===== src/rtl/vga_timing_pkg.sv =====
// Shared types, default 640x480@60 timing constants and helpers for the VGA timing generator.
package vga_timing_pkg;

    typedef enum logic [1:0] {
        REG_ACTIVE,
        REG_FRONT,
        REG_SYNC,
        REG_BACK
    } region_e;

    localparam int DEF_H_ACTIVE = 640;
    localparam int DEF_H_FP     = 16;
    localparam int DEF_H_SYNC   = 96;
    localparam int DEF_H_BP     = 48;
    localparam int DEF_V_ACTIVE = 480;
    localparam int DEF_V_FP     = 10;
    localparam int DEF_V_SYNC   = 2;
    localparam int DEF_V_BP     = 33;
    localparam int DEF_CLK_DIV  = 2;

    function automatic int h_total(int act, int fp, int sync, int bp);
        return act + fp + sync + bp;
    endfunction

    function automatic int v_total(int act, int fp, int sync, int bp);
        return act + fp + sync + bp;
    endfunction

    function automatic region_e region_of(int cnt, int act, int fp, int sync);
        if (cnt < act) begin
            return REG_ACTIVE;
        end else if (cnt < act + fp) begin
            return REG_FRONT;
        end else if (cnt < act + fp + sync) begin
            return REG_SYNC;
        end else begin
            return REG_BACK;
        end
    endfunction

endpackage


===== src/rtl/vga_axis_counter.sv =====
// One raster axis: wrapping position counter with registered region and sync level.
module vga_axis_counter
    import vga_timing_pkg::*;
#(
    parameter int   ACT  = DEF_H_ACTIVE,
    parameter int   FP   = DEF_H_FP,
    parameter int   SYNC = DEF_H_SYNC,
    parameter int   BP   = DEF_H_BP,
    parameter logic POL  = 1'b0,
    localparam int  TOTAL = h_total(ACT, FP, SYNC, BP),
    localparam int  W     = $clog2(TOTAL)
) (
    input  logic         clk_i,
    input  logic         rst_ni,
    input  logic         inc_i,
    output logic [W-1:0] cnt_o,
    output logic         wrap_o,
    output logic [1:0]   region_o,
    output logic         sync_o
);

    logic [W-1:0] cnt_q, cnt_d;
    region_e      region_q, region_d;
    logic         sync_q, sync_d;

    // High while the next increment will wrap the count back to 0.
    assign wrap_o = (cnt_q == W'(TOTAL - 1));

    // Region and sync are decoded from the next count so they land on the same edge.
    always_comb begin
        cnt_d = cnt_q;
        if (inc_i) begin
            cnt_d = wrap_o ? '0 : cnt_q + 1'b1;
        end
        region_d = region_of(int'(cnt_d), ACT, FP, SYNC);
        sync_d   = (region_d == REG_SYNC) ? POL : ~POL;
    end

    always_ff @(posedge clk_i or negedge rst_ni) begin
        if (!rst_ni) begin
            cnt_q    <= W'(TOTAL - 1);
            region_q <= REG_BACK;
            sync_q   <= ~POL;
        end else begin
            cnt_q    <= cnt_d;
            region_q <= region_d;
            sync_q   <= sync_d;
        end
    end

    assign cnt_o    = cnt_q;
    assign region_o = region_q;
    assign sync_o   = sync_q;

endmodule


===== src/rtl/vga_timing_gen.sv =====
// Parametrised VGA raster timing: pixel-rate divider, h/v counters, syncs, data enable, strobes.
module vga_timing_gen
    import vga_timing_pkg::*;
#(
    parameter int   H_ACTIVE  = DEF_H_ACTIVE,
    parameter int   H_FP      = DEF_H_FP,
    parameter int   H_SYNC    = DEF_H_SYNC,
    parameter int   H_BP      = DEF_H_BP,
    parameter int   V_ACTIVE  = DEF_V_ACTIVE,
    parameter int   V_FP      = DEF_V_FP,
    parameter int   V_SYNC    = DEF_V_SYNC,
    parameter int   V_BP      = DEF_V_BP,
    parameter logic HSYNC_POL = 1'b0,
    parameter logic VSYNC_POL = 1'b0,
    parameter int   CLK_DIV   = DEF_CLK_DIV,
    localparam int  H_TOTAL   = h_total(H_ACTIVE, H_FP, H_SYNC, H_BP),
    localparam int  V_TOTAL   = v_total(V_ACTIVE, V_FP, V_SYNC, V_BP),
    localparam int  XW        = $clog2(H_TOTAL),
    localparam int  YW        = $clog2(V_TOTAL)
) (
    input  logic          clk_i,
    input  logic          rst_ni,
    input  logic          enable_i,
    output logic          pix_en_o,
    output logic [XW-1:0] x_o,
    output logic [YW-1:0] y_o,
    output logic          de_o,
    output logic          hsync_o,
    output logic          vsync_o,
    output logic          line_start_o,
    output logic          frame_start_o
);

    if (H_ACTIVE < 1 || H_FP < 1 || H_SYNC < 1 || H_BP < 1 ||
        V_ACTIVE < 1 || V_FP < 1 || V_SYNC < 1 || V_BP < 1 || CLK_DIV < 1) begin : g_bad_params
        $error("vga_timing_gen: every active/porch/sync value and CLK_DIV must be >= 1");
    end

    localparam int DW = (CLK_DIV > 1) ? $clog2(CLK_DIV) : 1;

    logic [DW-1:0] div_q, div_d;
    logic          tick;
    logic          h_wrap, v_wrap, v_inc;
    logic [1:0]    h_region, v_region;
    logic          pix_en_q, line_start_q, frame_start_q;

    // With CLK_DIV=1 the divider never leaves 0, so tick follows enable_i.
    assign tick = enable_i && (div_q == DW'(CLK_DIV - 1));

    always_comb begin
        div_d = div_q;
        if (enable_i) begin
            div_d = tick ? '0 : div_q + 1'b1;
        end
    end

    assign v_inc = tick && h_wrap;

    vga_axis_counter #(
        .ACT  (H_ACTIVE),
        .FP   (H_FP),
        .SYNC (H_SYNC),
        .BP   (H_BP),
        .POL  (HSYNC_POL)
    ) u_h_axis (
        .clk_i    (clk_i),
        .rst_ni   (rst_ni),
        .inc_i    (tick),
        .cnt_o    (x_o),
        .wrap_o   (h_wrap),
        .region_o (h_region),
        .sync_o   (hsync_o)
    );

    vga_axis_counter #(
        .ACT  (V_ACTIVE),
        .FP   (V_FP),
        .SYNC (V_SYNC),
        .BP   (V_BP),
        .POL  (VSYNC_POL)
    ) u_v_axis (
        .clk_i    (clk_i),
        .rst_ni   (rst_ni),
        .inc_i    (v_inc),
        .cnt_o    (y_o),
        .wrap_o   (v_wrap),
        .region_o (v_region),
        .sync_o   (vsync_o)
    );

    always_ff @(posedge clk_i or negedge rst_ni) begin
        if (!rst_ni) begin
            div_q         <= '0;
            pix_en_q      <= 1'b0;
            line_start_q  <= 1'b0;
            frame_start_q <= 1'b0;
        end else begin
            div_q         <= div_d;
            pix_en_q      <= tick;
            line_start_q  <= v_inc;
            frame_start_q <= v_inc && v_wrap;
        end
    end

    // Both regions are flops, so de_o only moves on the counter edge.
    assign de_o          = (h_region == REG_ACTIVE) && (v_region == REG_ACTIVE);
    assign pix_en_o      = pix_en_q;
    assign line_start_o  = line_start_q;
    assign frame_start_o = frame_start_q;

endmodule


===== config.mk =====
export PLATFORM = sky130hd
export DESIGN_NAME = vga_timing_gen
export DESIGN_NICKNAME = d
export VERILOG_FILES = /design/src/rtl/vga_timing_pkg.sv /design/src/rtl/vga_axis_counter.sv /design/src/rtl/vga_timing_gen.sv
export SDC_FILE = /design/constraint.sdc
export NUM_CORES = 1
export LEC_CHECK = 0
export CORE_ASPECT_RATIO = 0.8
export CORE_UTILIZATION = 45
export DETAILED_ROUTE_END_ITERATION = 7
export GPL_TIMING_DRIVEN = 0
export PLACE_DENSITY = 0.7
export REMOVE_ABC_BUFFERS = 1
export SLEW_MARGIN = 30
export SYNTH_ARGS = -nofsm -noshare
export SYNTH_HDL_FRONTEND = slang
export SYNTH_SLANG_ARGS = --single-unit
export TNS_END_PERCENT = 10

===== constraint.sdc =====
create_clock -name clk_i -period 4.25 [get_ports clk_i]
set_input_delay 1.275 -clock clk_i [delete_from_list [all_inputs] [get_ports clk_i]]
set_output_delay 1.275 -clock clk_i [all_outputs]
set_load 0.01 [all_outputs]

### After elaboration in Yosys (flattened, before gate mapping)

Cells that the tools add are included.

* add/subtract/negate cells: 3
* magnitude comparators: 6
* eq/ne operators: 4
* mux-type cells: 13
* reductions and logical operators: 6

Operators with widths (number)
* $mux 10: 4
* $lt 10x10->1 const B: 3
* $lt 10x9->1 const B: 3
* $add 10x1->10 const B: 2
* $eq 10x10->1 const B: 2
* $mux 2: 4
* $mux 1: 5
* $eq 2x2->1 const B: 2
* $logic_and 1x1->1: 4
* $logic_not 2->1: 2
* $add 1x1->1 const B: 1

* register bits: 30
* input bits: 3
* output and inout bits: 26
* logic and storage cells: 42

### Logic depth before layout (Yosys ltp)

Gate-level depths: netlist of run 1.

* depth after elaboration: 9
* gate-level depth with buffers: 9
* mapped depth without buffers: 8

### Hierarchy

Synthesis of run 1 repeated with hierarchy kept, for this count alone.

* cells, all modules: 157
* area, all modules: 1624.1 µm²

By module, submodules not included
* vga_axis_counter (u_v_axis): times used 1, cells each 81, area each 789.5 µm², seq. area each 332.8 µm²
* vga_axis_counter (u_h_axis): times used 1, cells each 67, area each 691.9 µm², seq. area each 337.8 µm²
* vga_timing_gen: times used 1, cells each 9, area each 142.6 µm², seq. area each 100.1 µm²

### Worst setup path after synthesis of run 1

Ideal clock, no wire load.

* path kind: input -> register
* from: input port enable_i
* to: register u_v_axis.sync_q, in the netlist u_v_axis.sync_o
* arrival: 3160 ps
* required time: 4162 ps
* slack: 1002 ps
* stages: 6
* buffers on the path: 1
* path through: nand2_1 -> or4_4 -> buf_6 -> or4_4 -> a211oi_2 -> or3b_1

* word-level cells in the longest chain between the ends: 9

RTL lines
* from (decl): RTL line vga_timing_gen.sv:23 `input logic enable_i,`
* $logic_and 1x1->1 (*): RTL line vga_timing_gen.sv:48 `assign tick = enable_i && (div_q == DW'(CLK_DIV - 1));`
* $logic_and 1x1->1 (*): RTL line vga_timing_gen.sv:57 `assign v_inc = tick && h_wrap;`
* $mux 10 (*): RTL line vga_axis_counter.sv:32 `if (inc_i) begin`
* $lt 10x9->1: RTL line vga_timing_pkg.sv:34 `end else if (cnt < act + fp + sync) begin`
* $mux 1: RTL line vga_timing_pkg.sv:34
* $mux 2: RTL line vga_timing_pkg.sv:32 `end else if (cnt < act + fp) begin`
* $mux 2 (*): RTL line vga_timing_pkg.sv:30 `if (cnt < act) begin`
* $eq 2x2->1 (*): RTL line vga_axis_counter.sv:36 `sync_d = (region_d == REG_SYNC) ? POL : ~POL;`
* $mux 1 (*): RTL line vga_axis_counter.sv:36
* net u_v_axis.sync_d: RTL line vga_axis_counter.sv:24 `logic sync_q, sync_d;`
* to (signal assigned): RTL line vga_axis_counter.sv:43 `sync_q <= ~POL;`
* to (signal assigned): RTL line vga_axis_counter.sv:47 `sync_q <= sync_d;`
* to (decl): RTL line vga_axis_counter.sv:24

The timed path passes the listed nets; every way through them passes the cells marked *.
A chain may end at the register's enable or synchronous reset.

### Worst setup path after layout of run 1

Ends and elaborated chain as after synthesis.

==> results.json, run 1 <==
{
  "run_status": "finished, final reports clean",
  "tritoncts": "built",
  "min_period_over_period_pct": 87.6,
  "totalNegativeSetupSlack_ps": 0,
  "final_weighted_congestion_in_routability_driven_placement": 0.868,
  "avgSynthCellArea_um2": 9.80,
  "die-height_um": 55.6,
  "final.setup_skew_ps": 4.24,
  "tightestPinTransition_ps": 642,
  "clock_sink_count": 30,
  "max_slew_margin_pct": 57.2,
  "fp.dieArea_mm2": 0.00384,
  "post_synth_num_cell_types": 46,
  "cts.hold.buffers_added": 0,
  "finalHoldViolCount": 0,
  "grt_first_pass_wirelength_um": 5780,
  "cellLeakagePower_nw": 0.781,
  "worstPathRequired_ps": 4450,
  "drv_cap": 0,
  "first_iter_violations": 85,
  "core-area_mm2": 0.00342,
  "critical_path.cell_chain": "clkdlybuf4s50_1 -> nand2_1 -> or4_4 -> or4_4 -> a211oi_2 -> or3b_1",
  "timing.hold.worst.class": "flop to flop",
  "fillCellCount": 292,
  "floorplan.initialDensity_pct": 47.3,
  "postSynthRegisterBits": 30,
  "timing_max_transition_violations_final": 0,
  "htree_levels": 2,
  "place.port_buffers": 28,
  "tritoncts.num_buffers": 5,
  "synth-edff-count": 0,
  "clk_pin_slew_ps": 60,
  "hold-worst-slack_ps": 521,
  "final_nets": 199,
  "criticalPathCategory": "input pin to flop",
  "cts_setup_buffers": 0,
  "drc": 0,
  "period_needed_ps": 3720,
  "leading_cell_type_in_the_layout_fill_and_taps_excluded": "sky130_fd_sc_hd__clkdlybuf4s50_1",
  "path_common_cell": "sky130_fd_sc_hd__or4_4",
  "peakVddDrop_mv": 0.334,
  "cts.path.max_buffers": 2,
  "final_layout_size_suffix_gt1_share_pct": 16.0,
  "rsz0062_at_grt": "no",
  "dr.pass1.iters": 4,
  "crit_path_top_delay_cell": "sky130_fd_sc_hd__or4_4",
  "antenna_found_initial": 0,
  "route.antenna.remaining_nets": 0,
  "grt_max_degree": 31,
  "place.detailed.hpwl_um": 2390,
  "p_per_area_mw_per_mm2": 376,
  "chipWidth_um": 69.0,
  "max_clock_freq_mhz": 269,
  "routedWlPerCell_um": 14.4,
  "cp_data_arrival_time_ps": 3920,
  "synth_ff_type": "sky130_fd_sc_hd__dfstp_2",
  "leftover_overflow_at_the_end_of_global_routing": 0,
  "vias": 1334,
  "asyncSetResetFlopFracSynth_pct": 100,
  "via_count_of_the_first_global_routing_pass": 1212,
  "critical_path.max_stage_delay_ps": 640,
  "antenna-diode-count": 0,
  "area_delta_synth_final_pct": 23.3,
  "cp_max_fo": 11,
  "synthCells": 165,
  "final_cell_mix": "sky130_fd_sc_hd__clkdlybuf4s50_1, sky130_fd_sc_hd__dfstp_2, sky130_fd_sc_hd__dfrtp_1, sky130_fd_sc_hd__nand2_1, sky130_fd_sc_hd__nor2_1",
  "post_cts_resized": 0,
  "boundaryPins": 29,
  "post-layout-total-power_mw": 0.751,
  "clkLatencyLatePin_ps": 270,
  "grt_util_all_layers_pct": 19.0,
  "post_synth_instance_area_mm2": 0.00162,
  "setup_violations": 0,
  "postRouteWirelength_um": 3390,
  "number_of_rows_created_at_floorplan": 19,
  "timing.critical_path.from_type": "input pin",
  "post_drt_via_cell_ratio": 5.65,
  "synth.yosys.warnings": 0,
  "cts.root.buffer_cell": "sky130_fd_sc_hd__clkbuf_8",
  "yosysSeqAreaShare_pct": 47.6,
  "endpoint_kind": "flop"
}
## flip-flops by register name, indices dropped and copies added (netlist names)
name,cells
u_v_axis.region_o,2
line_start_o,1
u_h_axis.cnt_o,10
u_h_axis.sync_o,1
u_v_axis.cnt_o,10
u_v_axis.sync_o,1
div_q,1
u_h_axis.region_o,2
pix_en_o,1
frame_start_o,1
## final timing paths
path                            slack (ps)                           from                       endpoint  cells past startpoint
worst min-delay path                   520  u_h_axis.cnt_o[1]$_DFFE_PN1N_  u_h_axis.cnt_o[1]$_DFFE_PN1N_                      2
min in group asynchronous             1020                         rst_ni  u_v_axis.cnt_o[0]$_DFFE_PN0N_                      1
worst min register to register         520  u_h_axis.cnt_o[1]$_DFFE_PN1N_  u_h_axis.cnt_o[1]$_DFFE_PN1N_                      2
worst max register to register        1340  u_h_axis.cnt_o[0]$_DFFE_PN1N_      u_v_axis.sync_o$_DFF_PN1_                      6
worst max-delay path                   530                       enable_i      u_v_axis.sync_o$_DFF_PN1_                      6
max in group asynchronous             2810                         rst_ni    u_h_axis.cnt_o[7]$_DFF_PN0_                      1
## logic make-up after synthesis
group                    synth area share, %
AND/OR/NAND/NOR                         22.5
XOR/XNOR                                6.50
adder cells (fa/ha/maj)                 2.32
buffers and inverters                   4.95
AO/OA/AOI/OAI                           14.8
multiplexers                            1.24
flip-flops                              47.6
## layout make-up
cell class                      count  area, um^2  area share, %
Clock buffer                        7        86.3           4.33
Multi-Input combinational cell    118         767           38.5
Timing Repair Buffer               28         275           13.8
Inverter                           10        37.5           1.88
Clock inverter                      1        5.00          0.251
Sequential cell                    30         771           38.6
Tap cell                           42        52.6           2.63
## cell usage after synthesis (2+ instances only)
| cell type | n | share of area [%] |
|---|---|---|
| sky130_fd_sc_hd__a21o_1 | 2 | 0.93 |
| sky130_fd_sc_hd__a21oi_1 | 3 | 0.93 |
| sky130_fd_sc_hd__and2_1 | 2 | 0.77 |
| sky130_fd_sc_hd__and3_1 | 2 | 0.77 |
| sky130_fd_sc_hd__buf_6 | 2 | 1.4 |
| sky130_fd_sc_hd__clkbuf_1 | 4 | 0.93 |
| sky130_fd_sc_hd__dfrtp_1 | 14 | 22 |
| sky130_fd_sc_hd__dfstp_2 | 16 | 26 |
| sky130_fd_sc_hd__ha_1 | 3 | 2.3 |
| sky130_fd_sc_hd__inv_1 | 9 | 2.1 |
| sky130_fd_sc_hd__mux2i_1 | 2 | 1.2 |
| sky130_fd_sc_hd__nand2_1 | 13 | 3.0 |
| sky130_fd_sc_hd__nand3_1 | 7 | 2.2 |
| sky130_fd_sc_hd__nand4_1 | 9 | 3.5 |
| sky130_fd_sc_hd__nand4b_1 | 2 | 1.1 |
| sky130_fd_sc_hd__nor2_1 | 12 | 2.8 |
| sky130_fd_sc_hd__nor3_1 | 4 | 1.2 |
| sky130_fd_sc_hd__nor4_1 | 5 | 1.9 |
| sky130_fd_sc_hd__o2111ai_1 | 2 | 1.1 |
| sky130_fd_sc_hd__o21a_1 | 2 | 0.93 |
| sky130_fd_sc_hd__o21ai_0 | 11 | 3.4 |
| sky130_fd_sc_hd__o21bai_1 | 2 | 0.93 |
| sky130_fd_sc_hd__o31ai_1 | 2 | 0.93 |
| sky130_fd_sc_hd__or2_2 | 2 | 0.77 |
| sky130_fd_sc_hd__or4_4 | 2 | 1.4 |
| sky130_fd_sc_hd__xnor2_1 | 6 | 3.2 |
| sky130_fd_sc_hd__xor2_1 | 6 | 3.2 |
## where the power goes
| part | switching [mW] | total [mW] | internal [mW] |
|---|---|---|---|
| Clock | 0.0985 | 0.229 | 0.130 |
| Sequential | 0.0506 | 0.383 | 0.332 |
| Combinational | 0.0649 | 0.139 | 0.0740 |
## per-stage QoR
| stage | cell area (um^2) | setup slack (ps) | instances | utilization, % |
|---|---|---|---|---|
| 6_report | 1990 | 529 | 236 | 58.3 |
| 5_1_grt | 1990 | 449 | 236 | 58.3 |
| 4_1_cts | 1990 | 542 | 236 | 58.3 |
| 3_5_place_dp | 1900 | 255 | 228 | 55.6 |
| 3_3_place_gp | 1910 | 257 | 228 | 55.7 |
| 2_1_floorplan | 1580 | 1070 | 158 | - |
## critical path, delay by kind of cell
kind	cells	cell delay (ps)
buffers and inverters	1	580
AO/OA/AOI/OAI	1	270
AND/OR/NAND/NOR	4	1780
## metal layers
metal | vias up | part of all wire, % | GRT usage [%]
met1 | 628 | 50 | 28.0
met3 | 2 | 6.0 | 5.62
met2 | 54 | 43 | 27.2
met5 | - | 0 | 0
li1 | 650 | - | -
met4 | 0 | 0.38 | 5.25
Note: power is estimated with default switching activity, not from simulation.
==> inputs of run 2 (changes only) <==
--- a/config.mk
+++ b/config.mk
@@ -5,7 +5,7 @@
 export SDC_FILE = /design/constraint.sdc
 export NUM_CORES = 1
 export LEC_CHECK = 0
-export CORE_ASPECT_RATIO = 0.8
+export CORE_ASPECT_RATIO = 0.75
 export CORE_UTILIZATION = 45
 export DETAILED_ROUTE_END_ITERATION = 7
 export GPL_TIMING_DRIVEN = 0
==> results.json, run 2 (synthesized netlist as in run 1, its figures left out) <==
{
  "run_status": "finished with violations",
  "violated_checks": "design-rule violations",
  "chipWidth_um": 71.2,
  "worstPathRequired_ps": 4460,
  "place.port_buffers": 28,
  "max_slew_margin_pct": 55.6,
  "setup_violations": 0,
  "via_count_of_the_first_global_routing_pass": 1130,
  "totalNegativeSetupSlack_ps": 0,
  "peakVddDrop_mv": 0.343,
  "grt_util_all_layers_pct": 20.0,
  "drv_cap": 0,
  "core-area_mm2": 0.00336,
  "min_period_over_period_pct": 87.6,
  "tightestPinTransition_ps": 660,
  "timing_max_transition_violations_final": 0,
  "area_delta_synth_final_pct": 23.4,
  "fp.dieArea_mm2": 0.00384,
  "post-place-ws_ps": 241,
  "finalInstanceArea_mm2": 0.00200,
  "period_needed_ps": 3720,
  "antenna_found_initial": 0,
  "detailed_place.area_mm2": 0.00190,
  "dr.pass1.iters": 6,
  "final_cell_mix": "sky130_fd_sc_hd__clkdlybuf4s50_1, sky130_fd_sc_hd__dfstp_2, sky130_fd_sc_hd__dfrtp_1, sky130_fd_sc_hd__nand2_1, sky130_fd_sc_hd__nor2_1",
  "cellLeakagePower_nw": 0.780,
  "timing.critical_path.from_type": "input pin",
  "clkLatencyLatePin_ps": 290,
  "cts_setup_buffers": 0,
  "cp_data_arrival_time_ps": 3940,
  "final_nets": 199,
  "endpoint_kind": "flop",
  "first_iter_violations": 70,
  "htree_levels": 2,
  "post-layout-total-power_mw": 0.761,
  "final.setup_skew_ps": 12.0,
  "route.antenna.remaining_nets": 0,
  "criticalPathCategory": "input pin to flop",
  "floorplan.initialDensity_pct": 48.2,
  "timing.hold.worst.class": "flop to flop",
  "final_layout_size_suffix_gt1_share_pct": 16.5,
  "boundaryPins": 29,
  "postLayoutSetupSlackWorst_ps": 529,
  "hold-worst-slack_ps": 525,
  "die-height_um": 53.9,
  "tritoncts": "built",
  "grt_first_pass_wirelength_um": 5660,
  "max_clock_freq_mhz": 269,
  "final_weighted_congestion_in_routability_driven_placement": 0.916,
  "drc": 3,
  "grt_max_degree": 31,
  "cts.path.max_buffers": 2,
  "leading_cell_type_in_the_layout_fill_and_taps_excluded": "sky130_fd_sc_hd__clkdlybuf4s50_1",
  "routedWlPerCell_um": 14.8,
  "clock_sink_count": 30,
  "number_of_rows_created_at_floorplan": 18,
  "cp_max_fo": 11,
  "clk_pin_slew_ps": 70,
  "post_cts_resized": 0,
  "place.detailed.hpwl_um": 2460,
  "post_drt_via_cell_ratio": 5.75,
  "cts.hold.buffers_added": 0,
  "postRouteWirelength_um": 3470,
  "antenna-diode-count": 0,
  "leftover_overflow_at_the_end_of_global_routing": 0,
  "cts.root.buffer_cell": "sky130_fd_sc_hd__clkbuf_8",
  "vias": 1346,
  "finalHoldViolCount": 0,
  "tritoncts.num_buffers": 5,
  "p_per_area_mw_per_mm2": 381,
  "rsz0062_at_grt": "no"
}
-- run 2: changes by cell type in the layout (fill, tap and decap cells not counted), sizes merged --
cell      before  now
clkinvlp       0    1
clkbuf         7    6
-- run 2: metrics by stage --
stage	std cells	util (%)
3_5_place_dp	226	56.6
2_1_floorplan	158	-
4_1_cts	234	59.5
5_1_grt	234	59.5
6_report	234	59.5
3_3_place_gp	226	56.8
-- run 2: cell type report --
cell class                      count  area, um^2
Inverter                           10        37.5
Tap cell                           40        50.0
Sequential cell                    30         771
Multi-Input combinational cell    118         767
Clock inverter                      2        12.5
Timing Repair Buffer               28         275
Clock buffer                        6        82.6
Fill cell                         290        1360
-- run 2: path summary, 6_finish.rpt --
kind	start	end	slack [ps]	depth (start not counted)
worst max-delay path	enable_i	u_v_axis.sync_o$_DFF_PN1_	530	6
worst min-delay path	u_h_axis.cnt_o[1]$_DFFE_PN1N_	u_h_axis.cnt_o[1]$_DFFE_PN1N_	520	2
worst max register to register	u_h_axis.cnt_o[0]$_DFFE_PN1N_	u_v_axis.sync_o$_DFF_PN1_	1360	6
worst min register to register	u_h_axis.cnt_o[1]$_DFFE_PN1N_	u_h_axis.cnt_o[1]$_DFFE_PN1N_	520	2
max in group asynchronous	rst_ni	u_h_axis.cnt_o[6]$_DFF_PN0_	2820	1
min in group asynchronous	rst_ni	u_v_axis.cnt_o[6]$_DFF_PN0_	1010	1
-- run 2: worst max-delay path, cell delays in order --
cell	delay [ps]
sky130_fd_sc_hd__clkdlybuf4s50_1	590
sky130_fd_sc_hd__nand2_1	200
sky130_fd_sc_hd__or4_4	640
sky130_fd_sc_hd__or4_4	570
sky130_fd_sc_hd__a211oi_2	280
sky130_fd_sc_hd__or3b_1	370
-- run 2: report_power, final --
group,switching (mW),internal (mW),total (mW)
clock network,0.110,0.130,0.240
logic,0.0648,0.0739,0.139
registers,0.0500,0.332,0.382
total,0.225,0.536,0.761
-- run 2: layer usage --
metal / routed length, um / vias to the layer above / GRT usage (%)
met1: 1820 / 645 / 28.7
met4: 54 / 0 / 8.67
met3: 164 / 7 / 5.99
met2: 1430 / 40 / 27.9
met5: 0 / - / 0
li1: - / 654 / -
